`src/rtl/tlb_entry_array.sv`:
```
// Fully-associative Sv32 L0 TLB entry store: PTW refills, SFENCE.VMA flushes and
// one-cycle-latency lookups with megapage PPN splicing and a saturating miss counter.
module tlb_entry_array #(
  parameter int NUM_ENTRIES = 4,
  parameter int MISS_CNT_W  = 16
) (
  input  logic                  clock,
  input  logic                  reset,
  input  logic                  req_valid,
  input  logic [19:0]           req_vpn,
  output logic                  resp_valid,
  output logic                  resp_hit,
  output logic [34:0]           resp_entry,
  input  logic                  refill_valid,
  output logic                  refill_ready,
  input  logic [19:0]           refill_vpn,
  input  logic                  refill_level,
  input  logic [34:0]           refill_entry,
  input  logic                  sfence_valid,
  input  logic                  sfence_rs1,
  input  logic [19:0]           sfence_vpn,
  output logic [MISS_CNT_W-1:0] miss_count
);

  localparam int IDX_W = (NUM_ENTRIES > 1) ? $clog2(NUM_ENTRIES) : 1;

  logic [NUM_ENTRIES-1:0] valid_reg;
  logic [NUM_ENTRIES-1:0] level_reg;
  logic [19:0]            vpn_reg   [NUM_ENTRIES];
  logic [34:0]            entry_reg [NUM_ENTRIES];
  logic [IDX_W-1:0]       rr_reg;
  logic [MISS_CNT_W-1:0]  miss_reg;
  logic                   resp_valid_reg;
  logic                   resp_hit_reg;
  logic [34:0]            resp_entry_reg;

  logic [NUM_ENTRIES-1:0] lookup_match;
  logic [NUM_ENTRIES-1:0] refill_match;
  logic [NUM_ENTRIES-1:0] sfence_match;

  // A refill duplicates an entry when the two page ranges overlap, whichever is the megapage.
  for (genvar gi = 0; gi < NUM_ENTRIES; gi++) begin : g_match
    assign lookup_match[gi] = valid_reg[gi] && (vpn_reg[gi][19:10] == req_vpn[19:10]) &&
                              (level_reg[gi] || (vpn_reg[gi][9:0] == req_vpn[9:0]));
    assign refill_match[gi] = valid_reg[gi] && (vpn_reg[gi][19:10] == refill_vpn[19:10]) &&
                              (level_reg[gi] || refill_level ||
                               (vpn_reg[gi][9:0] == refill_vpn[9:0]));
    assign sfence_match[gi] = valid_reg[gi] && (vpn_reg[gi][19:10] == sfence_vpn[19:10]) &&
                              (level_reg[gi] || (vpn_reg[gi][9:0] == sfence_vpn[9:0]));
  end

  logic [IDX_W-1:0] hit_idx;
  logic [IDX_W-1:0] dup_idx;
  logic [IDX_W-1:0] free_idx;
  logic [IDX_W-1:0] victim_idx;
  logic             hit;
  logic             dup;
  logic             free;
  logic [34:0]      hit_entry;
  logic             refill_fire;

  always_comb begin
    hit_idx  = '0;
    dup_idx  = '0;
    free_idx = '0;
    // Descending scan so the lowest matching index wins.
    for (int i = NUM_ENTRIES - 1; i >= 0; i--) begin
      if (lookup_match[i]) hit_idx = IDX_W'(i);
      if (refill_match[i]) dup_idx = IDX_W'(i);
      if (!valid_reg[i])   free_idx = IDX_W'(i);
    end
    hit  = |lookup_match;
    dup  = |refill_match;
    free = ~&valid_reg;
    victim_idx = dup ? dup_idx : (free ? free_idx : rr_reg);
    hit_entry = entry_reg[hit_idx];
    if (level_reg[hit_idx]) hit_entry[24:15] = req_vpn[9:0];
  end

  assign refill_ready = !reset || !sfence_valid;
  assign refill_fire  = reset && refill_valid && !sfence_valid;

  always_ff @(posedge clock) begin
    if (!reset) begin
      valid_reg      <= '0;
      level_reg      <= '0;
      rr_reg         <= '0;
      miss_reg       <= '0;
      resp_valid_reg <= 1'b0;
      resp_hit_reg   <= 1'b0;
      resp_entry_reg <= '0;
    end else begin
      resp_valid_reg <= req_valid;
      resp_hit_reg   <= req_valid && hit;
      resp_entry_reg <= (req_valid && hit) ? hit_entry : 35'd0;
      if (req_valid && !hit && (miss_reg != {MISS_CNT_W{1'b1}})) miss_reg <= miss_reg + 1'b1;
      if (sfence_valid) begin
        valid_reg <= sfence_rs1 ? (valid_reg & ~sfence_match) : '0;
      end else if (refill_fire) begin
        valid_reg[victim_idx] <= 1'b1;
        level_reg[victim_idx] <= refill_level;
        if (!dup && !free) rr_reg <= rr_reg + 1'b1;
      end
    end
  end

  // Payload storage needs no reset: it is only observed behind a set valid bit.
  always_ff @(posedge clock) begin
    if (refill_fire) begin
      vpn_reg[victim_idx]   <= refill_vpn;
      entry_reg[victim_idx] <= refill_entry;
    end
  end

  assign resp_valid = resp_valid_reg;
  assign resp_hit   = resp_hit_reg;
  assign resp_entry = resp_entry_reg;
  assign miss_count = miss_reg;

endmodule

```
`config.mk`:
```
export PLATFORM = sky130hd
export DESIGN_NAME = tlb_entry_array
export DESIGN_NICKNAME = d
export VERILOG_FILES = /design/src/rtl/tlb_entry_array.sv
export SDC_FILE = /design/constraint.sdc
export NUM_CORES = 1
export LEC_CHECK = 0
export BUFFER_PORTS_ARGS = -buffer_cell sky130_fd_sc_hd__buf_4
export CORE_MARGIN = 5
export CORE_UTILIZATION = 60
export DETAILED_ROUTE_END_ITERATION = 16
export PLACE_DENSITY = 0.82
export SLEW_MARGIN = 40
export SYNTH_ARGS = -nofsm -noshare
export SYNTH_HDL_FRONTEND = slang
export SYNTH_SLANG_ARGS = --single-unit
```
`constraint.sdc`:
```
create_clock -name clock -period 18.55 [get_ports clock]
set_input_delay 2.7825 -clock clock [delete_from_list [all_inputs] [get_ports clock]]
set_output_delay 2.7825 -clock clock [all_outputs]
set_load 0.05 [all_outputs]
```
==> metrics list, run 1 <==
- Required time of the critical path: 15770 ps
* Cell count after synthesis: 993
- Setup violations remaining at the end of the flow were counted as 0.
- Worst slew pin tran: 829 ps
* CTS clk-pin slew, worst paths: 60 ps
- Quantity of gates resized following cts: 0
* Routed vias: 8370
- Post-synthesis average cell area: 13.3 sq um
- On the final layout, the worst hold slack is 490 ps.
* Post-route DRC violation count: 0
- Counting flops and latches in the post-synthesis netlist gives 283.
- Quantity of hold-fixing buffers added after cts: 0
- Nets@finish: 1230
* Core Box Area: 21800 sq um
* Detailed-placement wirelength estimate: 21.4 mm
- Root buffer cell: clkbuf_16
- Worst reg2reg path startpoint: vpn_reg[2][1]
- Predominant post-synthesis flop cell: edfxtp_1
- Entering global routing, the biggest net connects 71 pins.
* Area after detailed placement: 14500 sq um
* Gpl congestion: 0.929
* Worst-case reg-to-reg path depth: 7
- Endpoint arrival time on the critical path: 3220 ps
* Total Wirelength: 31.5 mm
- Derived from the worst setup path, the maximum achievable clock frequency is 167 MHz.
* Clock Skews: 11.0 ps
- In the synthesized netlist the async set-or-reset flop fraction comes to 0%.
- Seq/Total Area, Yosys: 59.7%
* Setup CP Type: in -> out
- The number of antenna violations at the first check in global routing is 0.
* PwrDens: 87.4 nW/um^2
- Number of post-CTS setup repair buffers: 0
- In this run the worst path has a maximum fanout of 15.
* Path class of the lowest-slack min-delay path: reg -> reg
* Synth warnings: 0
- Mean number of vias per cell: 5.86
- After layout, the worst setup slack is 12550 ps.
- For this run the aggregate overflow at the end of global routing stands at 0.
- Input/output buffers: 155
- Pwr Total: 1.35 mW
- Antenna diode count: 0
* Start point of the worst hold path: rr_reg[0]
- Across every metal layer, demand over resource in global routing totals 25.0%.
- For flop-to-flop paths, the worst setup slack is 14850 ps.
* Headroom to the max-slew limit: 44.8%
- In this run, the number of DRC markers left after iteration 0 of detailed routing was 572.
- Later-pin clock latency in the skew report: 550 ps
- Pre-antenna DRT Iters: 5
* Area grow syn2layout: 17.3%
* Dpl cells: 1376
- Number of global-route vias before repair: 8586
* Endpoint class of the critical path: output pin
* TritonCTS clock tree: done
* Number of standard-cell rows in the floorplan: 54
- Max-slew violation count: 0
- The library cells used most frequently in the layout, excluding fill and tap cells, are edfxtp_1, buf_4, xor2_1.
- In this run the critical register-to-register path is captured at entry_reg[2][7].
* Post-layout util: 71.1%
* Unrepaired setup endpoints after global routing: false
- The run finished with clean final reports.
* Total number of H-tree levels: 1
- Fill cells in the final layout number 1468.
- IR analysis of the VDD net gives a maximum drop of 69.0 uV.
- Final design instance area without fill: 15500 sq um
- Floorplan die area: 25000 sq um
- Number of ports placed on the die boundary: 156
* Max Buffers Root-to-Sink: 3
- CTS saw 283 sinks.
* Initial standard-cell utilization of the core: 60.6%
* Inserted Clock Buffers: 29
- Of the cells placed in the final design, the portion with a size suffix greater than 1 is 21.2%.
* Post-layout minimum cycle time: 6000 ps
* Count of different cell masters after synthesis: 60
- Average detailed-routed wire length per instance: 22.0 um
- In the finished design, the share of the clock period the worst path needs comes to 32.4%.
- The analysis attributes to cell leakage a power of 5.80 nW.
- Maxcap violations: 0
* Number of enable flip-flop cells after synthesis: 220
- Most common library cell in the layout ignoring fill and taps: edfxtp_1
- Number of failing hold endpoints at the final stage: 0
- First-pass GRT wire length: 48.1 mm
* Number of nets with antenna violations after detailed routing: 0
- Die height: 158 um
- Hold depth: 2
* Crit start category: primary input
- The register with the most flip-flops in the layout has 140 of them.
* Syn_nets: 1096
* Setup WS pre-CTS: 12400 ps
- For hold timing, the worst endpoint is rr_reg[0].
- Measured along the x axis, the die boundary spans 158 um.
* Netlist Area Pre-Place: 13200 sq um
- Sum Neg Setup Slack: 0 ps
- Number of standard cells in the final layout excluding fillers: 1429
[where the power goes]
group	internal [mW]	leakage, nW	switching, mW
Clock	0.344	0.465	0.234
Sequential	0.688	2.50	0.00376
Combinational	0.0354	2.84	0.0461
[cells by family after synthesis]
group	synth area share, %
buf+inv	3.08
simple gates	7.91
compound gates	6.22
xor+xnor	16.6
fa+ha+maj	0.0949
flops	59.7
mux	6.38
[worst max-delay path: stages]
cell	delay, ps
buf_4	180
nand2_1	70
buf_4	180
[synthesized netlist by cell type, types with 3 or more instances]
cell      count  area (sq um)
buf_2        16          80.1
xnor2_1     113           990
a41oi_1       8          70.1
nand3_1      15          75.1
nor3_1        5          25.0
edfxtp_1    220          6610
o21ai_0       6          30.0
nor4_1       28           175
nand2_1      33           124
nand4_1      25           156
or3_1         7          43.8
mux2i_1      45           450
a211o_1      10          87.6
nor2_1       56           210
a21oi_1      15          75.1
and2_1        3          18.8
mux2_4       23           345
and3_1        3          18.8
a211oi_1     47           353
xor2_1      137          1200
dfxtp_1      63          1260
buf_4         3          22.5
inv_1        17          63.8
o22ai_1       4          25.0
buf_6        10           113
clkbuf_1     29           109
nand2b_1      4          25.0
[layer usage]
metal | GRT usage (%) | part of all wire, % | up-vias
li1 | - | - | 3887
met1 | 33.7 | 41 | 4084
met2 | 42.0 | 49 | 329
met3 | 4.02 | 6.9 | 70
met4 | 7.51 | 2.8 | 0
met5 | 0 | 0 | -
[worst max-delay path by stage]
stage	startpoint	endpoint	slack, ps	cells past startpoint
after floorplan	refill_vpn[16]	level_reg[0]	9760	9
after CTS	reset	refill_ready	12550	3
after global placement	req_vpn[11]	resp_entry[29]	12270	9
after global routing	reset	refill_ready	12510	3
final	reset	refill_ready	12550	3
after detailed placement	refill_vpn[5]	entry_reg[2][7]	12400	8
[cell type report]
| class | count | area, sq um | area share [%] |
|---|---|---|---|
| Tap cell | 280 | 350 | 2.27 |
| Inverter | 17 | 65.1 | 0.421 |
| Clock inverter | 8 | 104 | 0.672 |
| Clock buffer | 45 | 856 | 5.53 |
| Sequential cell | 283 | 7870 | 50.9 |
| Multi-Input combinational cell | 631 | 4960 | 32.1 |
| Timing Repair Buffer | 165 | 1260 | 8.16 |
No activity file was read; power rests on OpenSTA's default activity.
==> run 2: changes to the inputs <==
Settings changed: CORE_UTILIZATION 60 to 53, PLACE_DENSITY 0.82 to 0.76.
Clock period 18.55 ns to 5.1 ns, I/O delays scaled along.
==> metrics list, run 2 (synthesis results as in run 1) <==
* Fraction of power consumed by combinational cells: 6.1%
- The worst setup path is captured at a flip-flop.
- Unrepaired setup endpoints after global routing: false
- Root buffer cell: clkbuf_16
* Maxcap violations: 0
- Area after detailed placement: 14600 sq um
* Final setup viols: 0
* P_sw: 1.05 mW
* Sum Neg Setup Slack: 0 ps
- The register with the most flip-flops in the layout has 140 of them.
* Crit start category: flip-flop
* Routed vias: 8297
- The count of pins over their slew limit came to 0.
- Most common library cell in the layout ignoring fill and taps: edfxtp_1
- Fill cells in the final layout number 1901.
- Core Box Area: 24400 sq um
- CTS clk-pin slew, worst paths: 60 ps
* All-Layer GR Usage: 22.1%
- Traced cell by cell, the critical path runs through xor2_1 -> nor4_1 -> a311o_1 -> a22oi_1 -> o22ai_1 -> nand4_1 -> inv_2 -> buf_12.
* Maximum clock frequency: 280 MHz
- Cell-internal power: 3.86 mW
- The critical path contains buffers and inverters numbering 2 combined.
- Dividing the detail-routed wire length by the instance count gives 21.6 um.
* Die height: 168 um
- Total number of H-tree levels: 1
- The number of antenna diodes in the final layout is 0.
- After legalization and detailed placement, the total HPWL measured 22.7 mm.
- TritonCTS clock tree: done
- First-pass GRT wire length: 48.8 mm
* Required time of the critical path: 5320 ps
* LEAKAGE: 5.81 nW
- Area grow syn2layout: 18.1%
* Path class of the lowest-slack min-delay path: in -> reg
- The worst register-to-register path has a setup slack of 1530 ps.
- Post-route DRC violation count: 0
- CTS saw 283 sinks.
- Width of the die: 168 um
- Quantity of gates resized following cts: 0
- Entering global routing, the biggest net connects 48 pins.
- Hold repair after CTS inserted 0 buffers.
* Fraction of final layout cells sized beyond drive strength 1: 21.8%
- Maximum ir drop on the vdd rail: 228 uV
* Clock Skews: 9.91 ps
- Dividing the final minimum period by the clock period gives 70.1%.
- PwrDens: 315 nW/um^2
* Worst slew pin tran: 723 ps
- The run finished with clean final reports.
- Number of post-CTS setup repair buffers: 0
* Max Buffers Root-to-Sink: 3
- In this design, the largest share of critical-path delay is due to compound AO/OA/AOI/OAI gates.
- The first TritonRoute pass finished after 5 iterations.
- Area used by multi-input combinational logic: 4960 sq um
- Number of nets with antenna violations after detailed routing: 0
* Post-layout util: 63.8%
- Total overflow reported by the global router: 0
- Highest-count cells in the layout ignoring fill and taps: edfxtp_1, buf_4, xor2_1
* Total Wirelength: 31.9 mm
* Area used by sequential logic in the layout: 7870 sq um
- Portion of total power attributed to sequential cells: 51.3%
* Highest-delay cell along the critical path: o22ai_1
* Switching part of the total: 21.3%
- The worst path in the final design needs a cycle of 3570 ps, including I/O delays and setup.
* Number of standard cells in the final layout excluding fillers: 1479
- The floorplan has 57 rows.
- Headroom to the max-slew limit: 51.4%
- Number of failing hold endpoints at the final stage: 0
* Number of ports placed on the die boundary: 156
- The critical path is of the reg -> reg type.
- Inserted Clock Buffers: 29
* Later-pin clock latency in the skew report: 550 ps
* Mean number of vias per cell: 5.61
- The initial utilization of the core area, before any placement, comes to 54.0%.
- Input/output buffers: 155
- The die covers 28100 sq um.
* Crit-path max cell delay: 510 ps
* Nets@finish: 1235
* Largest fanout on the critical path: 41
- Clock power frac: 42.6%
* Endpoint arrival time on the critical path: 3790 ps
* Gpl congestion: 0.974
* Dpl cells: 1425
* 1st-iter DRT viols: 613
- Once layout is done, the placed cells without fillers occupy 15600 sq um.
- The number of global-route vias before repair came to 8531.
- Antenna violations before repair: 1
-- run 2: cell count changes in the layout (fill, tap and decap cells not counted), sizes merged --
cell      delta
clkinvlp     +2
bufinv       +1
clkbuf       -8
clkinv       +4
buf          +5
inv          +2
-- run 2: area by class of cell --
class	count	area share, %
Timing Repair Buffer	170	8.44
Clock inverter	17	1.12
Tap cell	324	2.61
Multi-Input combinational cell	631	31.9
Sequential cell	283	50.6
Inverter	17	0.410
Clock buffer	37	4.99
-- run 2: power groups by stage --
stage	Sequential, mW	Clock (mW)	Combinational, mW
3_5_place_dp	2.57	0	0.296
3_3_place_gp	2.57	0	0.293
4_1_cts	2.52	2.13	0.297
6_report	2.52	2.09	0.298
5_1_grt	2.52	2.23	0.319
2_1_floorplan	2.57	0	0.149
-- run 2: final timing paths --
path / start / to / depth (start not counted)
setup reg to reg: vpn_reg[3][5] / entry_reg[3][19] / 8
hold / removal: refill_entry[19] / entry_reg[0][19] / 1
hold reg to reg: rr_reg[0] / rr_reg[0] / 2
setup / recovery: vpn_reg[3][5] / entry_reg[3][19] / 8
-- run 2: per-stage QoR --
stage	worst slack (ps)	power (mW)	hold WS [ps]
2_1_floorplan	53.9	2.72	450
3_3_place_gp	1150	2.86	467
3_5_place_dp	1140	2.86	478
4_1_cts	1530	4.94	395
5_1_grt	1370	5.06	400
6_report	1530	4.91	419
-- run 2: routing by layer --
| metal | track usage [%] | routed length, um | up-vias |
|---|---|---|---|
| met5 | 0 | 13 | - |
| met1 | 29.2 | 13500 | 4086 |
| met2 | 37.6 | 15600 | 263 |
| li1 | - | - | 3882 |
| met4 | 6.32 | 935 | 2 |
| met3 | 3.91 | 1840 | 64 |
==> run 3: changes to the inputs <==
Settings changed: CORE_UTILIZATION 53 to 59, PLACE_DENSITY 0.76 to 0.81.
Clock period 5.1 ns to 3.7 ns, I/O delays scaled along.
==> metrics list, run 3 (synthesis results as in run 1) <==
- Setup slack on the critical path of the routed design comes to 425 ps.
* Total Wirelength: 32.0 mm
- Counting every sink on the clock net gives 283.
- STA classifies the critical path endpoint as a flip-flop.
- No sink is reached through more buffers than the 3 on the longest clock path.
- Area after detailed placement: 14700 sq um
- The number of hold buffers added after CTS was 0.
- Dividing the detail-routed wire length by the instance count gives 22.3 um.
- In this run the worst setup path terminates at resp_entry[21].
* Detailed-placement wirelength estimate: 22.5 mm
- Measured against its own limit, the worst slew margin works out to 54.3%.
* Routed vias: 8330
* Maximum ir drop on the vdd rail: 407 uV
- PwrDens: 441 nW/um^2
- In this run the worst setup path begins at vpn_reg[1][8].
- The cell sitting at the root of the clock tree is a clkbuf_16.
- Including well taps, the total number of placed cells is 1382.
- In this run the standard cell core region covers 21900 sq um.
- Counting cells, the worst reg-to-reg path comes to 9.
- Setup violations remaining at the end of the flow were counted as 0.
* Number of post-CTS setup repair buffers: 0
- Capturing point of the worst reg2reg path: resp_entry[21]
- The worst hold path belongs to the class in -> reg.
- Maximum clock frequency: 305 MHz
- Unrepaired setup endpoints after global routing: false
- The number of global-route vias before repair is 8676.
- Setup CP Type: reg -> reg
- Post-route DRC violation count: 0
- Final hold analysis gives a worst-case slack of 208 ps.
* Flip-flop count of the largest register after layout: 140
* Number of fillers in the final layout: 1508
- Inserted Clock Buffers: 29
- The first global-routing pass estimated 49.8 mm of wire.
- Summed over all layers, the global routing overflow is 0.
- Post-layout minimum cycle time: 3270 ps
* Highest-count cells in the layout ignoring fill and taps: edfxtp_1, buf_4, xor2_1
- Post-layout util: 71.6%
- Entering global routing, the biggest net connects 71 pins.
* Die height: 159 um
- The first TritonRoute pass finished after 5 iterations.
- The clock reaches the later pin of the worst-skew pair after 540 ps.
- For this run, the total global-route usage over all layers was measured as 24.7%.
- After clock tree synthesis, the clock-pin slew on the worst setup and hold paths is 60 ps.
- STA classifies the critical path startpoint as a flip-flop.
* Minimum setup slack among reg-to-reg paths: 430 ps
* LEAKAGE: 5.89 nW
* Total number of H-tree levels: 1
- Largest fanout on the critical path: 26
* Most common library cell in the layout ignoring fill and taps: edfxtp_1
* Number of ports placed on the die boundary: 156
* Antenna violations before repair: 0
- Of the cells placed in the final design, the portion with a size suffix greater than 1 is 22.8%.
* 1st-iter DRT viols: 645
* Maxcap violations: 0
- Mean number of vias per cell: 5.80
* Number of standard-cell rows in the floorplan: 54
- Area grow syn2layout: 18.9%
- Required time of the critical path: 4160 ps
- TritonCTS clock tree: done
- The count of pins over their slew limit came to 0.
- The number of hold violations in the final report is 0.
- For this configuration, the core starts out at a cell density of 60.2%.
* Input/output buffers: 155
- The startpoint identified for the worst register-to-register timing path is vpn_reg[1][8].
* Clock Skews: 16.1 ps
- Final worst path period share: 88.5%
* Width of the die: 159 um
- Endpoint arrival time on the critical path: 3730 ps
- The worst hold path begins at refill_entry[12].
- The floorplan step defined a die boundary enclosing 25400 sq um.
- Number of standard cells in the final layout excluding fillers: 1436
- Summing internal, switching and leakage power gives 6.92 mW.
* Number of nets with antenna violations after detailed routing: 0
- After routing the design area is 15700 sq um.
- Summed over all failing endpoints, the final setup total negative slack is 0 ps.
* Status: completed
- Timing analysis after detailed placement gives a worst setup slack of 302 ps.
- Quantity of gates resized following cts: 0
- At the pin with the least slew margin, the transition time is 685 ps.
* Gpl congestion: 0.938
- The net count of the finished layout is 1236.
## run 3: cell count changes in the layout (fill, tap and decap cells not counted), moves of 2 or more
cell       change
buf_4          -3
clkbuf_1       -3
nor3_2         +2
bufinv_16      +2
nor3_1         -2
xnor2_1        -3
xnor2_2        +3
buf_12         +4
## run 3: layout make-up
| cell class | instances | area [sq um] | area share [%] |
|---|---|---|---|
| sequential | 283 | 7870 | 50.2 |
| multi-input combinational | 631 | 5010 | 32.0 |
| timing repair buffer | 171 | 1370 | 8.75 |
| clock buffer | 35 | 778 | 4.97 |
| tap | 280 | 350 | 2.24 |
| clock inverter | 18 | 226 | 1.44 |
| inverter | 17 | 63.8 | 0.407 |
| antenna | 1 | 2.50 | 0.0160 |
## run 3: per-layer routing
| layer | vias to the layer above | part of all wire [%] | global-route usage (%) |
|---|---|---|---|
| met5 | - | 0 | 0 |
| met4 | 0 | 2.6 | 6.51 |
| met3 | 58 | 6.6 | 4.71 |
| met1 | 4059 | 42 | 33.9 |
| met2 | 312 | 49 | 40.9 |
| li1 | 3901 | - | - |
## run 3: worst max-delay path: stages (launching register included)
cell,delay (ps)
edfxtp_1,470
xor2_1,200
nor4_1,380
a41oi_1,270
or4_4,590
a21o_4,400
buf_4,260
mux2i_1,130
a211o_1,300
a21oi_1,160
## run 3: worst min-delay path by stage
stage / end / depth (start not counted)
6_report: entry_reg[1][12] / 1
5_1_grt: entry_reg[0][2] / 1
3_3_place_gp: miss_count[9] / 2
2_1_floorplan: rr_reg[0] / 2
3_5_place_dp: rr_reg[0] / 2
4_1_cts: entry_reg[3][2] / 1
## run 3: power breakdown
part	internal, mW	leakage, nW	switching [mW]
Clock	1.84	0.489	1.19
Combinational	0.182	2.90	0.234
Sequential	3.45	2.50	0.0202
Total	5.48	5.89	1.44
